<file path="src/rtl/motor_pkg.sv">
// Shared types and field layout for the motor command sequencer.
package motor_pkg;

   typedef enum logic [2:0] {
      ST_IDLE,
      ST_LOAD,
      ST_TURN,
      ST_PAUSE,
      ST_MOVE
   } state_e;

   localparam logic DIR_RIGHT = 1'b0;
   localparam logic DIR_LEFT  = 1'b1;

   // Command word is {turn[TURN_W-1:0], move[MOVE_W-1:0]}; the turn MSB is direction.
   localparam int MOVE_LSB = 0;

   function automatic int turn_lsb(input int move_w);
      return move_w;
   endfunction

   function automatic int dir_pos(input int turn_w, input int move_w);
      return turn_w + move_w - 1;
   endfunction

   function automatic int soft_step(input int duty);
      if (duty <= 0) return 0;
      return (duty / 4 == 0) ? 1 : duty / 4;
   endfunction

endpackage

</file>
<file path="src/rtl/motor_command_sequencer_if.sv">
// Command ingress bundle between the main-FPGA command path and the sequencer.
interface motor_command_sequencer_if #(
   parameter int CMD_W = 12
);
   logic             command_ready;
   logic [CMD_W-1:0] command;
   logic             command_accept;
   logic             fifo_full;
   logic             overflow;

   modport master (
      output command_ready, command,
      input  command_accept, fifo_full, overflow
   );

   modport slave (
      input  command_ready, command,
      output command_accept, fifo_full, overflow
   );
endinterface

</file>
<file path="src/rtl/motor_cmd_fifo.sv">
// Small synchronous FIFO, one write and one read per cycle, full/empty from an occupancy count.
module motor_cmd_fifo #(
   parameter int WIDTH = 12,
   parameter int DEPTH = 4
) (
   input  logic             clk,
   input  logic             rst_n,
   input  logic             wr_en,
   input  logic [WIDTH-1:0] wr_data,
   input  logic             rd_en,
   output logic [WIDTH-1:0] rd_data,
   output logic             full,
   output logic             empty
);
   localparam int AW = $clog2(DEPTH);

   logic [WIDTH-1:0] mem_q [DEPTH];
   logic [WIDTH-1:0] mem_d [DEPTH];
   logic [AW-1:0]    wr_ptr_q, wr_ptr_d, rd_ptr_q, rd_ptr_d;
   logic [AW:0]      count_q, count_d;
   logic             do_wr, do_rd;

   assign full    = (count_q == (AW+1)'(DEPTH));
   assign empty   = (count_q == '0);
   assign rd_data = mem_q[rd_ptr_q];

   // Full is judged on the current count, so a push is refused even when a pop lands the same cycle.
   always_comb begin
      do_wr    = wr_en && !full;
      do_rd    = rd_en && !empty;
      mem_d    = mem_q;
      if (do_wr) mem_d[wr_ptr_q] = wr_data;
      wr_ptr_d = wr_ptr_q + AW'(do_wr);
      rd_ptr_d = rd_ptr_q + AW'(do_rd);
      count_d  = count_q + (AW+1)'(do_wr) - (AW+1)'(do_rd);
   end

   always_ff @(posedge clk or negedge rst_n) begin
      if (!rst_n) begin
         for (int i = 0; i < DEPTH; i++) mem_q[i] <= '0;
         wr_ptr_q <= '0;
         rd_ptr_q <= '0;
         count_q  <= '0;
      end else begin
         mem_q    <= mem_d;
         wr_ptr_q <= wr_ptr_d;
         rd_ptr_q <= rd_ptr_d;
         count_q  <= count_d;
      end
   end
endmodule

</file>
<file path="src/rtl/motor_command_sequencer.sv">
// Queued turn/pause/move sequencer driving PWM-gated motor enables.
// Define MOTOR_SOFT_START_EN to ramp the duty up in PWM_DUTY/4 steps on each TURN/MOVE entry.
module motor_command_sequencer
   import motor_pkg::*;
#(
   parameter int TURN_W      = 6,
   parameter int MOVE_W      = 6,
   parameter int UNIT_CYCLES = 50,
   parameter int PWM_PERIOD  = 16,
   parameter int PWM_DUTY    = 12,
   parameter int FIFO_DEPTH  = 4
) (
   input  logic                     clock,
   input  logic                     reset,
   motor_command_sequencer_if.slave cmd_if,
   output logic                     busy,
   output logic                     done,
   output logic                     motor_l,
   output logic                     motor_r
);
   localparam int CMD_W    = TURN_W + MOVE_W;
   localparam int TMAG_W   = TURN_W - 1;
   localparam int UL_W     = (TMAG_W > MOVE_W) ? TMAG_W : MOVE_W;
   localparam int UC_W     = $clog2(UNIT_CYCLES);
   localparam int PC_W     = $clog2(PWM_PERIOD);
   localparam int DUTY_W   = $clog2(PWM_PERIOD + 1);
   localparam int TURN_LSB = turn_lsb(MOVE_W);
   localparam int DIR_POS  = dir_pos(TURN_W, MOVE_W);

   state_e            state_q, state_d;
   logic              ready_q, ready_d;
   logic              accept_q, accept_d;
   logic              overflow_q, overflow_d;
   logic              busy_q, busy_d;
   logic              done_q, done_d;
   logic              motor_l_q, motor_l_d;
   logic              motor_r_q, motor_r_d;
   logic              turn_dir_q, turn_dir_d;
   logic [TMAG_W-1:0] turn_mag_q, turn_mag_d;
   logic [MOVE_W-1:0] move_mag_q, move_mag_d;
   logic [UC_W-1:0]   unit_cnt_q, unit_cnt_d;
   logic [UL_W-1:0]   units_q, units_d;
   logic [PC_W-1:0]   pwm_cnt_q, pwm_cnt_d;

   logic              rise, pop, fifo_full, fifo_empty;
   logic [CMD_W-1:0]  fifo_rdata;
   logic              unit_wrap, last_unit;
   logic              pwm_enter, pwm_wrap, pwm;
   logic [DUTY_W-1:0] eff_duty;

   assign rise = cmd_if.command_ready && !ready_q;
   assign pop  = (state_q == ST_IDLE) && !fifo_empty;

   motor_cmd_fifo #(
      .WIDTH(CMD_W),
      .DEPTH(FIFO_DEPTH)
   ) u_fifo (
      .clk    (clock),
      .rst_n  (reset),
      .wr_en  (rise),
      .wr_data(cmd_if.command),
      .rd_en  (pop),
      .rd_data(fifo_rdata),
      .full   (fifo_full),
      .empty  (fifo_empty)
   );

   assign unit_wrap = (unit_cnt_q == UC_W'(UNIT_CYCLES - 1));
   assign last_unit = unit_wrap && (units_q == UL_W'(1));

   always_comb begin
      state_d    = state_q;
      turn_dir_d = turn_dir_q;
      turn_mag_d = turn_mag_q;
      move_mag_d = move_mag_q;
      unit_cnt_d = unit_wrap ? '0 : unit_cnt_q + UC_W'(1);
      units_d    = units_q - UL_W'(unit_wrap);
      done_d     = 1'b0;
      case (state_q)
         ST_IDLE: begin
            unit_cnt_d = '0;
            units_d    = units_q;
            if (pop) begin
               state_d    = ST_LOAD;
               turn_dir_d = fifo_rdata[DIR_POS];
               turn_mag_d = fifo_rdata[DIR_POS-1:TURN_LSB];
               move_mag_d = fifo_rdata[TURN_LSB-1:MOVE_LSB];
            end
         end
         ST_LOAD: begin
            unit_cnt_d = '0;
            if (turn_mag_q != '0) begin
               state_d = ST_TURN;
               units_d = UL_W'(turn_mag_q);
            end else if (move_mag_q != '0) begin
               state_d = ST_MOVE;
               units_d = UL_W'(move_mag_q);
            end else begin
               state_d = ST_IDLE;
               done_d  = 1'b1;
            end
         end
         ST_TURN: begin
            if (last_unit) begin
               state_d = ST_PAUSE;
               units_d = UL_W'(1);
            end
         end
         ST_PAUSE: begin
            if (last_unit) begin
               if (move_mag_q != '0) begin
                  state_d = ST_MOVE;
                  units_d = UL_W'(move_mag_q);
               end else begin
                  state_d = ST_IDLE;
                  done_d  = 1'b1;
               end
            end
         end
         ST_MOVE: begin
            if (last_unit) begin
               state_d = ST_IDLE;
               done_d  = 1'b1;
            end
         end
         default: state_d = ST_IDLE;
      endcase
   end

   // PWM phase restarts whenever a driving phase begins so the first active cycle is a high one.
   always_comb begin
      pwm_enter = ((state_d == ST_TURN) || (state_d == ST_MOVE)) && (state_d != state_q);
      pwm_wrap  = (pwm_cnt_q == PC_W'(PWM_PERIOD - 1));
      pwm_cnt_d = (pwm_enter || pwm_wrap) ? '0 : pwm_cnt_q + PC_W'(1);
      pwm       = (DUTY_W'(pwm_cnt_q) < eff_duty);
   end

`ifdef MOTOR_SOFT_START_EN
   localparam int STEP = soft_step(PWM_DUTY);

   logic [DUTY_W-1:0] duty_q, duty_d;

   always_comb begin
      duty_d = duty_q;
      if (pwm_enter) begin
         duty_d = DUTY_W'(STEP);
      end else if (pwm_wrap && (int'(duty_q) < PWM_DUTY)) begin
         duty_d = (int'(duty_q) + STEP >= PWM_DUTY) ? DUTY_W'(PWM_DUTY)
                                                    : DUTY_W'(int'(duty_q) + STEP);
      end
   end

   always_ff @(posedge clock or negedge reset) begin
      if (!reset) duty_q <= '0;
      else        duty_q <= duty_d;
   end

   assign eff_duty = duty_q;
`else
   assign eff_duty = DUTY_W'(PWM_DUTY);
`endif

   // Busy stays up one cycle past IDLE entry so it covers the final registered motor/done cycle.
   always_comb begin
      ready_d    = cmd_if.command_ready;
      accept_d   = rise && !fifo_full;
      overflow_d = overflow_q || (rise && fifo_full);
      busy_d     = (state_d != ST_IDLE) || (state_q != ST_IDLE);
      motor_l_d  = pwm && (((state_q == ST_TURN) && (turn_dir_q == DIR_RIGHT)) ||
                           (state_q == ST_MOVE));
      motor_r_d  = pwm && (((state_q == ST_TURN) && (turn_dir_q == DIR_LEFT)) ||
                           (state_q == ST_MOVE));
   end

   always_ff @(posedge clock or negedge reset) begin
      if (!reset) begin
         state_q    <= ST_IDLE;
         ready_q    <= 1'b0;
         accept_q   <= 1'b0;
         overflow_q <= 1'b0;
         busy_q     <= 1'b0;
         done_q     <= 1'b0;
         motor_l_q  <= 1'b0;
         motor_r_q  <= 1'b0;
         turn_dir_q <= 1'b0;
         turn_mag_q <= '0;
         move_mag_q <= '0;
         unit_cnt_q <= '0;
         units_q    <= '0;
         pwm_cnt_q  <= '0;
      end else begin
         state_q    <= state_d;
         ready_q    <= ready_d;
         accept_q   <= accept_d;
         overflow_q <= overflow_d;
         busy_q     <= busy_d;
         done_q     <= done_d;
         motor_l_q  <= motor_l_d;
         motor_r_q  <= motor_r_d;
         turn_dir_q <= turn_dir_d;
         turn_mag_q <= turn_mag_d;
         move_mag_q <= move_mag_d;
         unit_cnt_q <= unit_cnt_d;
         units_q    <= units_d;
         pwm_cnt_q  <= pwm_cnt_d;
      end
   end

   assign cmd_if.command_accept = accept_q;
   assign cmd_if.fifo_full      = fifo_full;
   assign cmd_if.overflow       = overflow_q;
   assign busy                  = busy_q;
   assign done                  = done_q;
   assign motor_l               = motor_l_q;
   assign motor_r               = motor_r_q;
endmodule

</file>
<file path="src/flat_wrapper.sv">
// flat-port wrapper written by rule: the top's interface ports become plain ports
module motor_command_sequencer_flat import motor_pkg::*;
#(
   parameter int TURN_W      = 6,
   parameter int MOVE_W      = 6,
   parameter int UNIT_CYCLES = 50,
   parameter int PWM_PERIOD  = 16,
   parameter int PWM_DUTY    = 12,
   parameter int FIFO_DEPTH  = 4
)
  (clock, reset, busy, done, motor_l, motor_r, cmd_if_command_ready, cmd_if_command, cmd_if_command_accept, cmd_if_fifo_full, cmd_if_overflow);
  motor_command_sequencer_if #(.CMD_W(12)) cmd_if_i ();
  input  logic clock;
  input  logic reset;
  output logic busy;
  output logic done;
  output logic motor_l;
  output logic motor_r;
  input wire logic [$bits(cmd_if_i.command_ready)-1:0] cmd_if_command_ready;
  input wire logic [$bits(cmd_if_i.command)-1:0] cmd_if_command;
  output wire logic [$bits(cmd_if_i.command_accept)-1:0] cmd_if_command_accept;
  output wire logic [$bits(cmd_if_i.fifo_full)-1:0] cmd_if_fifo_full;
  output wire logic [$bits(cmd_if_i.overflow)-1:0] cmd_if_overflow;
  assign cmd_if_i.command_ready = cmd_if_command_ready;
  assign cmd_if_i.command = cmd_if_command;
  assign cmd_if_command_accept = cmd_if_i.command_accept;
  assign cmd_if_fifo_full = cmd_if_i.fifo_full;
  assign cmd_if_overflow = cmd_if_i.overflow;
  motor_command_sequencer #(.TURN_W(TURN_W), .MOVE_W(MOVE_W), .UNIT_CYCLES(UNIT_CYCLES), .PWM_PERIOD(PWM_PERIOD), .PWM_DUTY(PWM_DUTY), .FIFO_DEPTH(FIFO_DEPTH)) u_core (.clock(clock), .reset(reset), .cmd_if(cmd_if_i), .busy(busy), .done(done), .motor_l(motor_l), .motor_r(motor_r));
endmodule
</file>
<file path="config.mk">
export PLATFORM = sky130hd
export DESIGN_NAME = motor_command_sequencer_flat
export DESIGN_NICKNAME = d
export VERILOG_FILES = /design/src/rtl/motor_pkg.sv /design/src/rtl/motor_command_sequencer_if.sv /design/src/rtl/motor_cmd_fifo.sv /design/src/rtl/motor_command_sequencer.sv /design/src/flat_wrapper.sv
export SDC_FILE = /design/constraint.sdc
export NUM_CORES = 1
export LEC_CHECK = 0
export ABC_CLOCK_PERIOD_IN_PS = 3100
export CAP_MARGIN = 20
export CORE_UTILIZATION = 57
export CTS_CLUSTER_SIZE = 40
export DETAILED_ROUTE_END_ITERATION = 10
export GPL_ROUTABILITY_DRIVEN = 0
export PLACE_DENSITY = 0.83
export SYNTH_ARGS = -nofsm -noshare
export SYNTH_HDL_FRONTEND = slang
export SYNTH_SLANG_ARGS = --single-unit
</file>
<file path="constraint.sdc">
create_clock -name clock -period 3.1 [get_ports clock]
set_input_delay 0.31 -clock clock [delete_from_list [all_inputs] [get_ports clock]]
set_output_delay 0.31 -clock clock [all_outputs]
set_load 0.005 [all_outputs]
</file>
### Yosys cells after proc, flatten, opt, wreduce, memory -nomap -nowiden

Cells that the tools add are included.

* register bits: 93
* input bits: 15
* output and inout bits: 7
* logic and storage cells: 101

* add/sub/neg operators: 7
* order comparisons: 4
* equality and inequality tests: 11
* multiplexer cells: 26
* bitwise operators: 3
* reduce and logical (&&, ||, !) cells: 29

Operator list (number)
* bitwise mux 48 bit: 1
* two-way mux 12 bit: 3
* two-way mux 6 bit: 6
* binary-select mux 12 bit (select 2 bit): 1
* demux 12 bit (select 2 bit): 1
* one-hot mux 6 bit (4 select lines): 1
* two-way mux 3 bit: 6
* one-hot mux 3 bit (5 select lines): 1
* logical AND 1 bit: 12
* equality test 3 x 2 -> 1 bit, second input constant: 3
* equality test 3 bit, second input constant: 3
* adder 6 x 1 -> 6 bit, second input constant: 1
* equality test 6 x 1 -> 1 bit, second input constant: 1
* equality test 6 bit, second input constant: 1
* greater-or-equal comparator 3 bit, second input constant: 2
* logical NOT 3 bit: 2
* logical OR 1 bit: 6
* NOT 2 -> 3 bit: 2
* nonzero test 3 bit: 2
* nonzero test 6 bit: 1
* subtractor 6 x 1 -> 6 bit: 1
* nonzero test 5 bit: 1
* adder 2 x 1 -> 2 bit: 2
* adder 4 x 1 -> 4 bit, second input constant: 1
* other kinds (14): 19

### Longest topological paths before layout

Gate-level depths: netlist of the first run.

* depth in word-level cells: 10
* depth in mapped cells: 11
* mapped depth without buffers: 11

### Cells and area by module

Synthesis of the first run repeated with hierarchy kept, for this count alone.

* cell total of the unflattened synthesis: 337
* area, all modules: 4448.0 um^2

Modules (own cells, without submodules)
* motor_cmd_fifo: instances 1, cells each 144, area an instance 2453.6 um^2, seq. area each 1376.3 um^2
* motor_command_sequencer: instances 1, cells each 193, area an instance 1994.4 um^2, seq. area each 950.9 um^2

### Worst setup path before layout of the first run

No wires, ideal clock.

* path kind: flip-flop to flip-flop
* start: reg u_core.state_q[0]
* end: reg u_core.u_fifo.count_q[2]
* library setup time: 0.125 ns
* arrival: 2.599 ns
* required time: 2.975 ns
* slack: 0.376 ns
* stages on the path, launching flop included: 12
* buffers on the path: 2
* clock period less this slack: 2.724 ns
* cell sequence: dfrtp_1 > clkbuf_1 > or3_1 > nor2_1 > buf_2 > ha_1 > inv_1 > ha_1 > inv_1 > fa_1 > xnor2_1 > xnor2_1

* longest elaborated chain between the ends: 4

RTL lines
* start: declaration: RTL line motor_command_sequencer.sv:30 `state_e state_q, state_d;`
* start signal: assignment: RTL line motor_command_sequencer.sv:192 `state_q <= state_d;`
* logical NOT 3 bit: RTL line motor_command_sequencer.sv:52 `assign pop = (state_q == ST_IDLE) && !fifo_empty;`
* logical AND 1 bit: RTL line motor_command_sequencer.sv:52
* logical AND 1 bit: RTL line motor_cmd_fifo.sv:30 `do_rd = rd_en && !empty;`
* subtractor 3 x 1 -> 3 bit: RTL line motor_cmd_fifo.sv:35 `count_d = count_q + (AW+1)'(do_wr) - (AW+1)'(do_rd);`
* named net u_core.u_fifo.count_d[2]: RTL line motor_cmd_fifo.sv:20 `logic [AW:0] count_q, count_d;`
* end signal: assignment: RTL line motor_cmd_fifo.sv:48 `count_q <= count_d;`
* end: declaration: RTL line motor_cmd_fifo.sv:20

The timed path passes the listed nets, and every way through them passes these cells.
A chain may end at the register's enable or synchronous reset.

### Final worst setup path of the first run

* start: reg u_core.unit_cnt_q[1]
* end: reg u_core.units_q[4]

* longest elaborated chain between the ends: 5
* elaborated cells between the ends (all ways): 8
* classes of those cells: add/sub (1); eq/ne (1); mux (5); reduce/logical (1)

RTL lines
* start: declaration: RTL line motor_command_sequencer.sv:41 `logic [UC_W-1:0] unit_cnt_q, unit_cnt_d;`
* start signal: assignment: RTL line motor_command_sequencer.sv:203 `unit_cnt_q <= unit_cnt_d;`
* equality test 6 bit *: RTL line motor_command_sequencer.sv:68 `assign unit_wrap = (unit_cnt_q == UC_W'(UNIT_CYCLES - 1));`
* subtractor 6 x 1 -> 6 bit: RTL line motor_command_sequencer.sv:77 `units_d = units_q - UL_W'(unit_wrap);`
* two-way mux 6 bit: RTL line motor_command_sequencer.sv:95, motor_command_sequencer.sv:111
* two-way mux 6 bit, on equally long branches: RTL line motor_command_sequencer.sv:110, motor_command_sequencer.sv:92
* one-hot mux 6 bit (4 select lines) *: RTL line motor_command_sequencer.sv:79 `case (state_q)`
* end signal: assignment: RTL line motor_command_sequencer.sv:204 `units_q <= units_d;`
* end: declaration: RTL line motor_command_sequencer.sv:42 `logic [UL_W-1:0] units_q, units_d;`

Every way passes the cells marked *; elsewhere a longest branch is shown, timed or not.

==> results.cfg, run 1 <==
[clock_network]
postCtsSetupBuffers = 0
clkTransAtPathRegs_ps = 90
cts_max_path_buffers = 2
clkLatencyLatePin_ps = 370
h-tree-depth = 3
tritoncts = built
cts_sinks = 93
cts_root_buffer = clkbuf_8
post_cts_resized = 0
numCtsBuffers = 9
postCtsHoldBufs = 0

[sta]
min_period_ps = 2482
worstMarginPinSlew_ps = 827.7
fin_tns_setup_ps = 0
maxSlewHeadroom_pct = 44.82
slew_violations = 0
clock_skew_ps = 10.66
rsz0062_at_grt = false
final_hold_viol_count = 0
whs_ps = 26.01
max_freq_ghz = 0.4029
min_period_over_period_pct = 80.06
setup_viol = 0

[drt]
viasPerCell = 5.935
wirelength_um = 8071
drc = 0
drt_pre_antenna_iters = 4
wl_per_cell_um = 17.39
ant_nets = 0
vias = 2754
dr.first_iter.drc_count = 229

[yosys]
ys.flop_type = dfrtp_1
synth_area_per_cell_um2 = 12.92
synth.net_count = 359
async_flop_share_pct = 100.0
netlist_area_mm2 = 0.004314
synth_cells = 334
ys_ff_latch = 93
synth_warnings = 0
ys_seq_area_share_pct = 53.94
synth_edf_count = 0
ys_types = 51

[worst_setup_path]
crit_family = simple AND/OR/NAND/NOR gates
critPathMaxFanout = 4
crit_chain = inv_1 -> ha_1 -> nand4b_1 -> nor2_1 -> ha_1 -> ha_1 -> nor3b_1 -> xor2_1 -> a21oi_1 -> a211oi_1 -> o21ba_1
cp_num_buf_inv = 1
cp.arrival_ps = 2790
critical_path.slowest_cell = dfrtp_1
cp_slowest_stage_delay_ps = 400
path_common_cell = ha_1
end_kind = register
crit_required_ps = 3410
critPathKind = register to register
start_kind = register

[cells_and_area]
multiInputGateArea_mm2 = 0.001881
stdcell_count = 464
fin_area_mm2 = 0.004841
final_cell_mix = dfrtp_1 (93), mux2_2 (52), nor2_1 (22)
layout.area.seq_mm2 = 0.002327
n_antenna_cell = 0
fillers = 550
final_common_cell = dfrtp_1
drive_above_1_share_pct = 26.58
layout.nets = 385
fin_util_pct = 66.39
area_delta_synth_final_pct = 12.21

[floorplan]
dieArea_mm2 = 0.007921
die_x_um = 89
start_util_pct = 59.16
std_cell_rows = 31
num_io_pins = 22
die_h_um = 89
core_mm2 = 0.007292

[global_routing]
grt.busiest_layer = met2
grt_use_met3_pct = 5.725
grt.total_usage_pct = 23.99
grtUsageMet1_pct = 31.05
grt_pass1_wl_um = 13940
grt_pass1_vias = 2822
met2_usage_pct = 40.77
grt_max_degree = 65
grt-ovfl-total = 0
grt_antenna_before_repair = 0

[flow_run]
maxCapViolCount = 0

[pwr]
powerDensity_mw_per_mm2 = 986.1
ir_drop_mv = 0.5122
total_leakage_power_nw = 2.064

[placement]
dp_cells = 448
io_buffer_count = 21
placed_cell_area_mm2 = 0.004644
dpl.hpwl_um = 5572

[status]
status = finished clean

[worst_hold_path]
hold_path_class = primary input to asynchronous set/reset pin
-- sequential cells by signal, summed over array words and instances (netlist names), 2 cells and up --
name and flops:
u_core.state_q 3, u_core.u_fifo.wr_ptr_q 2, u_core.units_q 6, u_core.u_fifo.rd_ptr_q 2, u_core.u_fifo.count_q 3, u_core.u_fifo.mem_q 48
u_core.turn_mag_q 5, u_core.unit_cnt_q 6, u_core.pwm_cnt_q 4, u_core.move_mag_q 6
-- synthesized netlist by cell type (2+ instances only) --
master / count / share of area (%)
or3_1: 2 / 0.29
or2_2: 3 / 0.44
ha_1: 9 / 2.6
buf_2: 4 / 0.46
xnor2_1: 6 / 1.2
nand3_1: 6 / 0.70
nor3b_1: 4 / 0.70
nand2b_1: 5 / 0.73
mux2_2: 52 / 14
a21oi_1: 15 / 1.7
clkbuf_1: 7 / 0.61
inv_1: 14 / 1.2
a211oi_2: 2 / 0.58
a22o_1: 2 / 0.41
xor2_1: 5 / 1.0
a31oi_1: 2 / 0.29
nand3b_1: 2 / 0.35
nand2_1: 13 / 1.1
nor3_1: 6 / 0.70
a221oi_1: 2 / 0.41
nor2_1: 22 / 1.9
o211ai_1: 2 / 0.35
a21o_1: 2 / 0.35
o21ai_0: 8 / 0.93
mux2_1: 4 / 1.0
nand4b_1: 2 / 0.41
mux4_2: 12 / 6.3
dfrtp_1: 93 / 54
buf_1: 2 / 0.17
a211oi_1: 3 / 0.52
a2111oi_0: 3 / 0.61
-- power by group --
group	switching (mW)	internal, mW	total [mW]
registers	0.499	1.78	2.28
logic	0.687	0.996	1.68
clock network	0.434	0.379	0.813
total	1.62	3.15	4.77
-- per-stage QoR --
| step | setup slack [ps] | total power, mW |
|---|---|---|
| after global placement | 800.4 | 3.860 |
| after detailed placement | 693.3 | 3.989 |
| final | 618.0 | 4.774 |
| after floorplan | 375.7 | 3.477 |
| after CTS | 655.2 | 4.801 |
| after global routing | 455.5 | 5.116 |
-- path summary, 6_finish.rpt --
check / from / end / slack (ps) / cells past startpoint
min: reset / u_core.u_fifo.count_q[2] / 30 / 1
min in group clock: cmd_if_command_ready / u_core.ready_q / 440 / 1
min reg2reg: u_core.cmd_if.overflow / u_core.cmd_if.overflow / 470 / 1
max reg2reg: u_core.unit_cnt_q[1] / u_core.units_q[4] / 620 / 11
max: u_core.unit_cnt_q[1] / u_core.units_q[4] / 620 / 11
max in group asynchronous: reset / u_core.unit_cnt_q[0] / 2370 / 2
-- worst register-to-register path, delay by kind of cell (launching register included) --
family	cells	cell delay, ps
simple gates	3	600
xor+xnor	1	270
compound gates	3	510
buf+inv	1	70
flops	1	400
fa+ha+maj	3	580
-- layout make-up --
class / count / share of cell area (%)
Tap cell: 99 / 2.559
Clock inverter: 6 / 1.422
Timing Repair Buffer: 28 / 5.376
Inverter: 14 / 1.086
Clock buffer: 10 / 2.636
Multi-Input combinational cell: 214 / 38.85
Sequential cell: 93 / 48.07
-- cell families after synthesis --
| family | count (synthesis) | share of synthesized area, % |
|---|---|---|
| AND/OR/NAND/NOR | 72 | 8.933 |
| adder cells (fa/ha/maj) | 10 | 3.074 |
| AO/OA/AOI/OAI | 53 | 8.469 |
| buffers and inverters | 27 | 2.465 |
| XOR/XNOR | 11 | 2.233 |
| flip-flops | 93 | 53.94 |
| multiplexers | 68 | 20.88 |
-- metal layers --
layer / share of wire, % / up-vias / wire (µm)
li1: - / 1264 / -
met1: 45 / 1408 / 3627
met2: 49 / 68 / 3979
met3: 3.7 / 14 / 297
met4: 2.1 / 0 / 167
met5: 0 / - / 0
(Power assumes the default switching activity.)
==> run 2: changes to the inputs <==
--- a/config.mk
+++ b/config.mk
@@ -5,7 +5,7 @@
 export SDC_FILE = /design/constraint.sdc
 export NUM_CORES = 1
 export LEC_CHECK = 0
-export ABC_CLOCK_PERIOD_IN_PS = 3100
+export ABC_CLOCK_PERIOD_IN_PS = 2500
 export CAP_MARGIN = 20
 export CORE_UTILIZATION = 57
 export CTS_CLUSTER_SIZE = 40
==> constraint.sdc (replaced) <==
create_clock -name clock -period 2.5 [get_ports clock]
set_input_delay 0.25 -clock clock [delete_from_list [all_inputs] [get_ports clock]]
set_output_delay 0.25 -clock clock [all_outputs]
set_load 0.005 [all_outputs]
==> results.cfg, run 2 (synthesis gave the netlist of run 1 again) <==
[worst_setup_path]
path_common_cell = ha_1
crit_required_ps = 2800
start_kind = register
cp.arrival_ps = 2560
reg2regPathDepth = 11
end_kind = register
critPathKind = register to register
cp-endpoint = u_core.units_q[4]
regToRegStartpoint = u_core.unit_cnt_q[1]
critical_path.slowest_cell = dfrtp_1
crit_start = u_core.unit_cnt_q[1]
critPathMaxFanout = 4
cp_slowest_stage_delay_ps = 400
r2r_setup_slack_ps = 240
r2r_end = u_core.units_q[4]
crit_chain = inv_1 -> ha_1 -> nand4b_1 -> nor2_2 -> ha_2 -> ha_1 -> nor3b_2 -> xor2_1 -> a21oi_1 -> a211oi_1 -> o21ba_1

[pwr]
ir_drop_mv = 0.6082
powerDensity_mw_per_mm2 = 1217
total_leakage_power_nw = 2.089

[cells_and_area]
layout.area.seq_mm2 = 0.002327
drive_above_1_share_pct = 29.11
area_delta_synth_final_pct = 14.15
layout.nets = 391
fillers = 544
top_register = u_core.u_fifo.mem_q
fin_util_pct = 67.54
final_cell_mix = dfrtp_1 (93), mux2_2 (52), nor2_1 (20), clkdlybuf4s50_1 (20), a21oi_1 (15)
final_common_cell = dfrtp_1
multiInputGateArea_mm2 = 0.001903
n_antenna_cell = 0
largest_reg_flops = 48

[worst_hold_path]
hold_path_class = primary input to register

[sta]
max_freq_ghz = 0.4421
worstMarginPinSlew_ps = 652.9
clock_skew_ps = 5.737
slew_violations = 0
final_hold_viol_count = 0
setup_viol = 0
maxSlewHeadroom_pct = 56.47
fin_tns_setup_ps = 0
rsz0062_at_grt = false
min_period_over_period_pct = 90.49
min_period_ps = 2262

[clock_network]
cts_root_buffer = clkbuf_8
tritoncts = built
cts_max_path_buffers = 2
clkTransAtPathRegs_ps = 90
numCtsBuffers = 9
h-tree-depth = 3
cts_sinks = 93
clkLatencyLatePin_ps = 360

[placement]
io_buffer_count = 21
dpl.hpwl_um = 5600

[floorplan]
die_x_um = 89
dieArea_mm2 = 0.007921
core_mm2 = 0.007292
die_h_um = 89
start_util_pct = 59.16
std_cell_rows = 31
num_io_pins = 22

[drt]
dr.first_iter.drc_count = 165
drc = 0
drt_pre_antenna_iters = 4
wirelength_um = 8183
wl_per_cell_um = 17.41
vias = 2766
ant_nets = 0
viasPerCell = 5.885

[global_routing]
grt_antenna_before_repair = 0
grt.total_usage_pct = 23.96
grt_pass1_wl_um = 13940
grt_max_degree = 49
grt-ovfl-total = 0
grt_pass1_vias = 2867

[flow_run]
maxCapViolCount = 0

[status]
status = finished clean
==> run 2: cell types whose count changed in the layout (fill, tap and decap cells not counted), sizes merged <==
cell / previous run / this run
buf: 8 / 13
clkinvlp: 1 / 4
dlygate4sd3: 0 / 1
clkbuf: 10 / 9
inv: 16 / 15
clkinv: 2 / 1
==> run 2: how the worst min path moves through the flow <==
stage	startpoint	end	slack (ps)	depth (start not counted)
2_1_floorplan	reset	u_core.busy	-50	0
3_3_place_gp	reset	u_core.pwm_cnt_q[3]	300	1
3_5_place_dp	reset	u_core.pwm_cnt_q[3]	300	1
4_1_cts	cmd_if_command_ready	u_core.ready_q	400	1
5_1_grt	cmd_if_command_ready	u_core.ready_q	390	1
6_report	cmd_if_command_ready	u_core.ready_q	400	1
==> run 2: what timing repair did <==
item / in CTS / in global routing
hold endpoints to repair: 47 / 0
hold buffers: 1 / 0
setup buffers: 0 / 1
setup endpoints to repair: 0 / 2
resized for setup: 0 / 4
==> run 2: power by group <==
| group | switching [mW] | leakage, nW | internal (mW) | total [mW] |
|---|---|---|---|---|
| sequential | 0.562 | 1.13 | 2.21 | 2.77 |
| combinational | 0.941 | 0.871 | 1.28 | 2.22 |
| clock | 0.541 | 0.0879 | 0.463 | 1.00 |
==> run 2: worst max-delay path: cells and delay by family (launching register included) <==
kind	cells	cell delay, ps
adders and majority gates	3	520
and+or+nand+nor	3	490
AOI/OAI and AO/OA	3	460
DFF	1	400
xor gates and xnor gates	1	250
buffers and inverters	1	70
==> run 2: cell type report <==
class | instances | share of cell area, %
sequential | 93 | 47.26
multi-input combinational | 214 | 38.64
timing repair buffer | 34 | 6.504
clock buffer | 9 | 2.515
tap | 99 | 2.515
clock inverter | 7 | 1.499
inverter | 14 | 1.067
==> run 2: through the flow <==
| step | power (mW) | instances | worst slack [ps] | instance area (µm²) | hold slack, ps |
|---|---|---|---|---|---|
| finish | 5.991 | 470 | 237.9 | 4925 | 398.6 |
| global route | 6.379 | 470 | 10.55 | 4925 | 392.7 |
| detailed placement | 4.985 | 452 | 120.3 | 4695 | 301.6 |
| floorplan | 4.325 | 334 | 42.86 | 4324 | -45.59 |
| CTS | 5.990 | 469 | 100.8 | 4902 | 395.4 |
| global placement | 4.825 | 452 | 233.0 | 4695 | 297.8 |
==> run 2: metal layers <==
layer,up-vias,global-route usage (%),share of wire (%)
met5,-,0,0
met4,0,10.39,1.9
met3,15,4.247,4.2
met2,70,39.09,49
met1,1408,31.97,45
li1,1273,-,-
